--- src/rtl/corelet_seq.sv ---
// Job sequencer for a PE-array corelet: walks a weight/activation job
// through its phases and decodes the 37-bit instruction word each cycle.
module corelet_seq #(
    parameter int row   = 8,
    parameter int col   = 8,
    parameter int len_w = 7
) (
    input  logic             clk,
    input  logic             reset,
    input  logic             start,
    input  logic             os_mode_in,
    input  logic             acc_en,
    input  logic             relu_en,
    input  logic [len_w-1:0] num_vec,
    input  logic             ofifo_valid,
    output logic [36:0]      inst,
    output logic             busy,
    output logic             done
);

    localparam int SPAN = 1 << len_w;
    localparam int M1   = (col > row) ? col : row;
    localparam int M2   = (M1 > SPAN) ? M1 : SPAN;
    localparam int CW   = $clog2(M2);

    localparam logic [CW-1:0] COL_LAST = CW'(col - 1);
    localparam logic [CW-1:0] ROW_LAST = CW'(row - 1);

    localparam int B_LOAD  = 0;
    localparam int B_EXE   = 1;
    localparam int B_L0WR  = 2;
    localparam int B_L0RD  = 3;
    localparam int B_IRD   = 4;
    localparam int B_IWR   = 5;
    localparam int B_ORD   = 6;
    localparam int B_ACC   = 33;
    localparam int B_RELU  = 34;
    localparam int B_OS    = 35;
    localparam int B_FLUSH = 36;

    typedef enum logic [3:0] {
        IDLE,
        WL0,
        WKER,
        WGAP,
        XL0,
        XEXE,
        FLUSH,
        DRAIN,
        ACC,
        DONE
    } state_t;

    state_t           state;
    logic [CW-1:0]    cnt;
    logic             mode_q;
    logic             acc_q;
    logic             relu_q;
    logic [len_w-1:0] n_q;
    logic [CW-1:0]    n_last;
    logic             n_zero;

    assign n_last = CW'(n_q) - CW'(1);
    assign n_zero = (n_q == '0);

    // Every phase transition reloads the counter with 0.
    always_ff @(posedge clk) begin
        if (reset) begin
            state  <= IDLE;
            cnt    <= '0;
            mode_q <= 1'b0;
            acc_q  <= 1'b0;
            relu_q <= 1'b0;
            n_q    <= '0;
        end else begin
            unique case (state)
                IDLE: begin
                    if (start) begin
                        mode_q <= os_mode_in;
                        acc_q  <= acc_en;
                        relu_q <= relu_en;
                        n_q    <= num_vec;
                        cnt    <= '0;
                        if (!os_mode_in)
                            state <= WL0;
                        else if (num_vec == '0)
                            state <= FLUSH;
                        else
                            state <= XL0;
                    end
                end
                WL0: begin
                    if (cnt == COL_LAST) begin
                        state <= WKER;
                        cnt   <= '0;
                    end else begin
                        cnt <= cnt + CW'(1);
                    end
                end
                WKER: begin
                    if (cnt == COL_LAST) begin
                        state <= WGAP;
                        cnt   <= '0;
                    end else begin
                        cnt <= cnt + CW'(1);
                    end
                end
                WGAP: begin
                    state <= n_zero ? DONE : XL0;
                    cnt   <= '0;
                end
                XL0: begin
                    if (cnt == n_last) begin
                        state <= XEXE;
                        cnt   <= '0;
                    end else begin
                        cnt <= cnt + CW'(1);
                    end
                end
                XEXE: begin
                    if (cnt == n_last) begin
                        state <= mode_q ? FLUSH : DRAIN;
                        cnt   <= '0;
                    end else begin
                        cnt <= cnt + CW'(1);
                    end
                end
                FLUSH: begin
                    if (cnt == ROW_LAST) begin
                        state <= DONE;
                        cnt   <= '0;
                    end else begin
                        cnt <= cnt + CW'(1);
                    end
                end
                // Only cycles that actually pop the output FIFO advance.
                DRAIN: begin
                    if (ofifo_valid) begin
                        if (cnt == n_last) begin
                            state <= acc_q ? ACC : DONE;
                            cnt   <= '0;
                        end else begin
                            cnt <= cnt + CW'(1);
                        end
                    end
                end
                ACC: begin
                    if (cnt == n_last) begin
                        state <= DONE;
                        cnt   <= '0;
                    end else begin
                        cnt <= cnt + CW'(1);
                    end
                end
                DONE: begin
                    state <= IDLE;
                    cnt   <= '0;
                end
                default: begin
                    state <= IDLE;
                    cnt   <= '0;
                end
            endcase
        end
    end

    // ofifo_rd is the one bit gated by an input: a read must never be
    // issued against an empty output FIFO.
    always_comb begin
        inst = '0;
        busy = (state != IDLE);
        done = (state == DONE);
        if (state != IDLE)
            inst[B_OS] = mode_q;
        unique case (state)
            WL0: inst[B_L0WR] = 1'b1;
            WKER: begin
                inst[B_L0RD] = 1'b1;
                inst[B_LOAD] = 1'b1;
            end
            XL0: begin
                inst[B_L0WR] = 1'b1;
                inst[B_IWR]  = mode_q;
            end
            XEXE: begin
                inst[B_L0RD] = 1'b1;
                inst[B_EXE]  = 1'b1;
                inst[B_IRD]  = mode_q;
            end
            FLUSH: inst[B_FLUSH] = 1'b1;
            DRAIN: inst[B_ORD] = ofifo_valid;
            ACC: begin
                inst[B_ACC]  = 1'b1;
                inst[B_RELU] = relu_q;
            end
            default: ;
        endcase
    end

endmodule

--- config.mk ---
export PLATFORM = sky130hd
export DESIGN_NAME = corelet_seq
export DESIGN_NICKNAME = d
export VERILOG_FILES = /design/src/rtl/corelet_seq.sv
export SDC_FILE = /design/constraint.sdc
export NUM_CORES = 1
export LEC_CHECK = 0
export ABC_AREA = 1
export BUFFER_PORTS_ARGS = -buffer_cell sky130_fd_sc_hd__buf_2
export CORE_AREA = 2 2 69 71
export DETAILED_ROUTE_END_ITERATION = 10
export DIE_AREA = 0 0 71 73
export HOLD_SLACK_MARGIN = 0.02
export PLACE_DENSITY = 0.71
export REMOVE_ABC_BUFFERS = 1
export SYNTH_ARGS = -nofsm -noshare
export SYNTH_HDL_FRONTEND = slang
export SYNTH_SLANG_ARGS = --single-unit
--- constraint.sdc ---
create_clock -name clk -period 2.3 [get_ports clk]
set_input_delay 0.575 -clock clk [delete_from_list [all_inputs] [get_ports clk]]
set_output_delay 0.575 -clock clk [all_outputs]
set_load 0.02 [all_outputs]
==> flow_summary_export.csv, run 1 <==
group,metric,value,unit
synthesis,synth_area_per_cell,6.21,um^2
die,dieWidth,71,um
timing,fmax,499,MHz
min_path,hold_path_startpoint,"relu_q",
drt,drtIter0Drc,72,
worst_setup_path,cp-end-kind,"output port",
timing,relSlewSlack,66.7,%
power,vdd_drop_max,0.000569,V
drt,drc,0,
timing,tightest_slew,0.497,ns
clocking,cts_tree,"built",
timing,finalSetupViolCount,0,
layout,area_growth,7.27,%
run,cap_violations,0,
timing,setup_ws,0.296,ns
clocking,clk_path_buf_depth,2,
power,p_leak,0.944,nW
synthesis,yosys.area.top_type,"dfxtp_1",
synthesis,yosys_warnings,0,
synthesis,synth.cell_area,1700,um^2
placed_design,dp_cells,349,
timing,setup_tns,0,ns
synthesis,synth.most_common_cell,"nand2_1",
clocking,insertion_delay,0.26,ns
die,fp.dieH,73,um
synthesis,synth_common_cells,"nand2_1 (66), inv_1 (38), nor2_1 (38)",
clocking,cts.htree.levels,1,
synthesis,yosysSeqAreaShare,24.7,%
drt,wl,3.70,mm
synthesis,synth_seq_cells,21,
drt,avgRoutedWirePerCell,10.5,um
worst_setup_path,startpoint_type,"register",
clocking,cts_resized,0,
die,core,4540,um^2
synthesis,synth_cell_types,28,
layout,fill_cells,490,
grt,grt_pass1_vias,1539,
min_path,hold_class,"register to register",
worst_setup_path,r2r_start,"n_q[0]",
grt,grt_usage,15.7,%
layout,nets,317,
clocking,clk_pin_slew,0.08,ns
timing,drv_slew,0,
grt,global_route.overflow_total,0,
placed_design,pre_cts_slack,0.490,ns
worst_setup_path,worstPathRequired,1.73,ns
placed_design,dp_hpwl,2.98,mm
timing,fin_crit,2.00,ns
status,status,"finished clean",
grt,grt_pass1_wl,6.69,mm
die,dieArea,5180,um^2
drt,dr_total_vias,1573,
layout,drive_gt1_share,15.1,%
min_path,hold_path_end,"relu_q",
timing,fin_crit_sh,87.1,%
timing,clock_skew,0.00107,ns
synthesis,ys.flop_type,"dfxtp_1",
drt,first_pass_iters,4,
placed_design,port_buffers,26,
worst_setup_path,timing.reg2reg.worst_path_depth,13,
power,power,1.97,mW
grt,grt_max_degree,18,
power,cellPowerDensity,1080,nW/um^2
synthesis,synthArstFlopShare,0,%
clocking,cts_setup_buffers,0,
die,initial_core_util,37.5,%
worst_setup_path,r2r_slack,0.48,ns
layout,regArea,420,um^2
grt,antenna_found_initial,0,
drt,final_antenna_net_count,0,
layout,multi_input_area,1020,um^2
placed_design,gp_congestion,0.925,
synthesis,yosysTopAreaCellShare,24.7,%
timing,hold_viol,0,
worst_setup_path,path_class,"register to output port",
synthesis,synth_edf_count,0,
timing,rsz0062_at_grt,"false",
die,rows,25,
layout,diodes,0,
worst_setup_path,worstPathMaxFanout,5,
clocking,cts_inserted_buffers,3,
drt,via_per_inst,4.46,
clocking,clock-sinks,21,
synthesis,ys_top_cells_by_area,"dfxtp_1 (25%), nand2_1 (15%), buf_4 (11%), inv_1 (8.4%), nor2_1 (8.4%)",
layout,fin_cells,353,
min_path,hold_depth,2,
worst_setup_path,rr_endpoint,"cnt[3]",
clocking,hold_buffers,0,
worst_setup_path,critical_path_arrival,1.43,ns
synthesis,syn-instance-count,274,
die,ios,53,
clocking,ctsRootBufferMaster,"clkbuf_8",
==> cell families (layout without fill, tap and decap cells) <==
kind of cell / Yosys count / count (layout) / share of synthesized area (%)
compound gates: 34 / 34 / 12.1
xor+xnor: 6 / 6 / 3.09
fa+ha+maj: 3 / 3 / 2.20
buf+inv: 69 / 69 / 21.1
flops: 21 / 21 / 24.7
other cells: 1 / 26 / 0.220
simple gates: 140 / 140 / 36.7
==> where the power goes <==
part / switching (mW) / internal, mW / total (mW)
clock: 0.126 / 0.124 / 0.250
combinational: 0.808 / 0.393 / 1.20
sequential: 0.0752 / 0.445 / 0.520
total: 1.01 / 0.961 / 1.97
==> routing by layer <==
layer	GRT usage [%]	vias up	part of all wire (%)
met1	19.0	677	46
met4	4.61	0	1.2
met2	29.5	36	49
li1	-	855	-
met5	0	-	0
met3	1.52	5	3.4
==> how the worst max path moves through the flow <==
stage	from	to	cells past startpoint
after global routing	state[3]	inst[3]	4
final	state[2]	inst[3]	5
after detailed placement	n_q[0]	cnt[3]	14
after global placement	n_q[0]	cnt[3]	14
after floorplan	state[3]	inst[3]	3
after CTS	state[2]	inst[3]	5
==> cell usage in the layout, fill, tap and decap left out, types with 4 or more instances in the layout <==
master and n:
nand2_2 4, inv_1 38, dfxtp_1 21, a21oi_1 18, nand3_1 16, o21ai_0 11
nor2_1 38, buf_2 26, nand4_1 6, nand2_1 66, conb_1 26
==> critical path: stages, from the launching register on <==
cell	delay, ns
dfxtp_1	0.36
inv_1	0.09
nor2_2	0.18
nand3_1	0.15
o21ai_0	0.16
buf_2	0.22
==> registers in the layout, summed over array words and instances, names as in the netlist <==
register  cells
n_q           7
relu_q        1
state         4
mode_q        1
cnt           7
acc_q         1
==> stage by stage <==
step / area (um^2) / hold WS [ns] / utilization (%)
finish: 1830 / 0.460 / 40.3
global route: 1830 / 0.496 / 40.3
global placement: 1780 / 0.441 / 39.3
CTS: 1830 / 0.466 / 40.3
floorplan: 1580 / 0.430 / -
detailed placement: 1780 / 0.453 / 39.3
==> final cells by class <==
class	count	area share, %
sequential	21	23.0
multi-input combinational	209	55.7
inverter	39	8.01
clock buffer	4	2.47
tap	54	3.70
timing repair buffer	26	7.12
Note: power is estimated with default switching activity, not from simulation.
==> run 2, diff against run 1 <==
--- a/config.mk
+++ b/config.mk
@@ -13,6 +13,7 @@
 export HOLD_SLACK_MARGIN = 0.02
 export PLACE_DENSITY = 0.71
 export REMOVE_ABC_BUFFERS = 1
+export SLEW_MARGIN = 20
 export SYNTH_ARGS = -nofsm -noshare
 export SYNTH_HDL_FRONTEND = slang
 export SYNTH_SLANG_ARGS = --single-unit
==> constraint.sdc (replaced) <==
create_clock -name clk -period 2.2 [get_ports clk]
set_input_delay 0.55 -clock clk [delete_from_list [all_inputs] [get_ports clk]]
set_output_delay 0.55 -clock clk [all_outputs]
set_load 0.02 [all_outputs]
==> run 2 against run 1 <==
Clock skew up 0.0018 ns; sequential share of layout area unchanged; routed wire length increased by 2.1%; largest cell class unchanged; highest routed layer unchanged.
==> flow_summary_export.csv, run 2 (synthesized netlist as in run 1, its figures left out) <==
group,metric,value,unit
clocking,clock-sinks,21,
layout,regArea,420,um^2
layout,diodes,0,
clocking,cts_tree,"built",
layout,multi_input_area,1020,um^2
grt,grt_usage,16.0,%
drt,drc,0,
grt,grt_pass1_vias,1574,
drt,via_per_inst,4.57,
die,ios,53,
power,power,2.06,mW
clocking,hold_buffers,0,
timing,tightest_slew,0.495,ns
worst_setup_path,critical_path_arrival,1.44,ns
grt,grt_pass1_wl,6.72,mm
layout,drive_gt1_share,15.1,%
timing,finalSetupViolCount,0,
drt,avgRoutedWirePerCell,10.7,um
drt,first_pass_iters,4,
layout,nets,317,
die,initial_core_util,37.5,%
grt,grt_max_degree,18,
grt,antenna_found_initial,0,
die,rows,25,
placed_design,port_buffers,26,
layout,fill_cells,492,
timing,hold_viol,0,
clocking,cts.htree.levels,1,
clocking,insertion_delay,0.27,ns
timing,relSlewSlack,66.9,%
clocking,cts_setup_buffers,0,
clocking,ctsRootBufferMaster,"clkbuf_8",
clocking,cts_inserted_buffers,3,
clocking,clk_pin_slew,0.08,ns
placed_design,dp_hpwl,3.01,mm
timing,fin_crit_sh,90.4,%
drt,dr_total_vias,1613,
power,cellPowerDensity,1130,nW/um^2
timing,rsz0062_at_grt,"false",
worst_setup_path,startpoint_type,"register",
grt,global_route.overflow_total,0,
worst_setup_path,worstPathMaxFanout,5,
die,core,4540,um^2
drt,final_antenna_net_count,0,
timing,fmax,503,MHz
layout,fin_cells,353,
die,dieWidth,71,um
drt,wl,3.78,mm
clocking,cts_resized,0,
power,vdd_drop_max,0.000583,V
timing,clock_skew,0.00285,ns
drt,drtIter0Drc,59,
worst_setup_path,worstPathRequired,1.65,ns
placed_design,gp_congestion,0.925,
status,status,"finished clean",
layout,largest_registers,"cnt x7, n_q x7, state x4",
timing,drv_slew,0,
timing,fin_crit,1.99,ns
timing,setup_tns,0,ns
run,cap_violations,0,
timing,whs,0.459,ns
clocking,clk_path_buf_depth,2,
worst_setup_path,path_class,"register to output port",
die,fp.dieH,73,um
placed_design,dp_cells,349,
die,dieArea,5180,um^2
worst_setup_path,cp-end-kind,"output port",
layout,layout_commonest_cell,"nand2_1",
layout,layout_common_cells,"nand2_1 (66), inv_1 (38), nor2_1 (38)",
min_path,hold_class,"register to register",
layout,area_growth,7.27,%
power,p_leak,0.944,nW
-- run 2: stage by stage --
| step | instance area (um^2) | util (%) | setup slack [ns] |
|---|---|---|---|
| floorplan | 1580 | - | 0.542 |
| global placement | 1780 | 39.3 | 0.406 |
| detailed placement | 1780 | 39.3 | 0.373 |
| CTS | 1830 | 40.3 | 0.210 |
| global route | 1830 | 40.3 | 0.103 |
| finish | 1830 | 40.3 | 0.211 |
-- run 2: final timing paths --
path,from,to,slack [ns],cells after the start
max,state[2],inst[3],0.21,5
max reg2reg,n_q[0],cnt[3],0.38,14
min reg2reg,relu_q,relu_q,0.46,2
min,relu_q,relu_q,0.46,2
-- run 2: layout make-up --
cell class / instances / share of cell area, %
Multi-Input combinational cell: 209 / 55.7
Clock buffer: 4 / 2.47
Sequential cell: 21 / 23.0
Tap cell: 54 / 3.70
Timing Repair Buffer: 26 / 7.12
Inverter: 39 / 8.01
-- run 2: per-layer routing --
metal	wire (um)	share of wire, %	global-route usage, %	vias to the layer above
met5	0	0	0	-
met4	55	1.5	6.92	0
met3	130	3.4	2.07	5
met2	1780	47	29.4	42
met1	1810	48	18.6	708
li1	-	-	-	858
-- run 2: critical path, stage by stage (launching register included) --
cell	delay, ns
dfxtp_1	0.37
inv_1	0.09
nor2_2	0.18
nand3_1	0.15
o21ai_0	0.16
buf_2	0.22
-- run 2: where the power goes --
part | switching, mW | total, mW | internal, mW
Sequential | 0.0794 | 0.545 | 0.465
Combinational | 0.838 | 1.25 | 0.411
Clock | 0.135 | 0.264 | 0.129
Total | 1.05 | 2.06 | 1.01
==> run 3, diff against run 2 <==
--- a/config.mk
+++ b/config.mk
@@ -12,7 +12,6 @@
 export DIE_AREA = 0 0 71 73
 export HOLD_SLACK_MARGIN = 0.02
 export PLACE_DENSITY = 0.71
-export REMOVE_ABC_BUFFERS = 1
 export SLEW_MARGIN = 20
 export SYNTH_ARGS = -nofsm -noshare
 export SYNTH_HDL_FRONTEND = slang
==> constraint.sdc (replaced) <==
create_clock -name clk -period 2.2 [get_ports clk]
set_input_delay 0.55 -clock clk [delete_from_list [all_inputs] [get_ports clk]]
set_output_delay 0.55 -clock clk [all_outputs]
set_load 0.01 [all_outputs]
==> run 3 against run 2 <==
Via count about the same; final cell count is the same; clock-buffer cell count did not move; global-route usage down 1.2 points; highest routed layer unchanged; largest cell class unchanged; critical path type unchanged; fmax grew 2.6%; non-clock buffer count did not move; register-to-register slack worse by 0.03 ns; critical path depth did not move.
==> flow_summary_export.csv, run 3 (synthesized netlist as in run 1, its figures left out) <==
group,metric,value,unit
drt,wl,3.66,mm
clocking,hold_buffers,0,
timing,fmax,516,MHz
die,rows,25,
min_path,hold_class,"register to register",
drt,drc,0,
power,comb_power_share,59.6,%
grt,antenna_found_initial,0,
clocking,cts_setup_buffers,0,
timing,rsz0062_at_grt,"false",
clocking,cts_tree,"built",
placed_design,port_buffers,26,
timing,fin_crit,1.94,ns
placed_design,dp_hpwl,2.91,mm
placed_design,gp_congestion,0.921,
power,power.switching,0.978,mW
worst_setup_path,slowest_delay,0.37,ns
placed_design,dp_cells,349,
worst_setup_path,worstPathRequired,1.65,ns
placed_design,pre_cts_slack,0.355,ns
timing,setup_tns,0,ns
power,pwr-share-clk,13.1,%
worst_setup_path,slowest_stage,"dfxtp_1",
worst_setup_path,cp-end-kind,"output port",
drt,dr_total_vias,1614,
worst_setup_path,path_delay_family,"flip-flops",
timing,setup_ws,0.261,ns
clocking,cts.htree.levels,1,
layout,area_growth,7.27,%
clocking,clock-sinks,21,
power,p_int,1.01,mW
drt,avgRoutedWirePerCell,10.4,um
die,dieArea,5180,um^2
die,ios,53,
worst_setup_path,startpoint_type,"register",
layout,nets,317,
die,fp.dieH,73,um
timing,whs,0.458,ns
timing,clock_skew,0.00128,ns
timing,relSlewSlack,66.8,%
clocking,clk_pin_slew,0.08,ns
clocking,cts_resized,0,
drt,first_pass_iters,4,
power,power_frac_seq,27.2,%
worst_setup_path,path_buf_inv,2,
grt,grt_pass1_wl,6.23,mm
timing,fin_crit_sh,88.1,%
drt,via_per_inst,4.57,
grt,grt_usage,14.8,%
timing,hold_viol,0,
layout,layout_common_cells,"nand2_1 (66), inv_1 (38), nor2_1 (38)",
layout,drive_gt1_share,15.1,%
drt,drtIter0Drc,71,
clocking,cts_inserted_buffers,3,
power,vdd_drop_max,0.000614,V
power,power,1.98,mW
clocking,clk_path_buf_depth,2,
layout,layout_commonest_cell,"nand2_1",
grt,global_route.overflow_total,0,
die,initial_core_util,37.5,%
die,core,4540,um^2
grt,grt_pass1_vias,1500,
layout,largest_registers,"cnt x7, n_q x7, state x4",
die,dieWidth,71,um
power,swShare,49.3,%
clocking,insertion_delay,0.26,ns
worst_setup_path,crit_chain,"inv_1, nor2_2, nand3_1, o21ai_0, buf_2",
worst_setup_path,worstPathMaxFanout,5,
grt,grt_max_degree,18,
timing,tightest_slew,0.497,ns
power,p_leak,0.944,nW
timing,drv_slew,0,
power,cellPowerDensity,1090,nW/um^2
layout,fin_cells,353,
status,status,"finished clean",
layout,fill_cells,474,
drt,final_antenna_net_count,0,
timing,finalSetupViolCount,0,
worst_setup_path,path_class,"register to output port",
run,cap_violations,0,
worst_setup_path,critical_path_arrival,1.39,ns
layout,diodes,0,
clocking,ctsRootBufferMaster,"clkbuf_8",
## run 3: cell counts in the layout (fill, tap and decap cells not counted)
No cell type changed its count.
## run 3: stage by stage
| step | utilization (%) | instance area (um^2) |
|---|---|---|
| finish | 40.3 | 1830 |
| global route | 40.3 | 1830 |
| CTS | 40.3 | 1830 |
| detailed placement | 39.3 | 1780 |
| global placement | 39.3 | 1780 |
| floorplan | - | 1800 |
## run 3: layout make-up
class	instances	area [um^2]	area share, %
timing repair buffer	26	130	7.12
tap	54	67.6	3.70
multi-input combinational	209	1020	55.7
inverter	39	146	8.01
clock buffer	4	45.0	2.47
sequential	21	420	23.0
## run 3: worst paths after layout
check	startpoint	end	slack, ns	cells after the start
setup / recovery	state[2]	inst[3]	0.26	5
hold / removal	acc_q	acc_q	0.46	2
setup reg to reg	n_q[0]	cnt[3]	0.35	14
hold reg to reg	acc_q	acc_q	0.46	2
## run 3: per-layer routing
layer	track usage, %	vias up	routed length (um)
li1	-	851	-
met1	17.2	697	1630
met2	27.8	59	1790
met3	1.24	7	166
met4	6.29	0	72
met5	0	-	0
## run 3: worst register-to-register path: stages (launching register included)
cell and delay [ns]:
dfxtp_1 0.33, inv_1 0.11, ha_1 0.34, nand2_1 0.07
inv_1 0.03, nor2_1 0.07, nand2_1 0.05, nor2_1 0.11
nand2_1 0.06, nor2_1 0.08, nand2_1 0.09, nand2_4 0.11
nand2_2 0.10, nand2_1 0.12, a21oi_2 0.05
## run 3: power by group through the flow
stage,Combinational (mW),Sequential [mW],Clock (mW)
global route,1.36,0.552,0.284
CTS,1.19,0.540,0.268
floorplan,0.973,0.530,0
detailed placement,1.18,0.550,0
finish,1.18,0.540,0.260
global placement,1.17,0.548,0
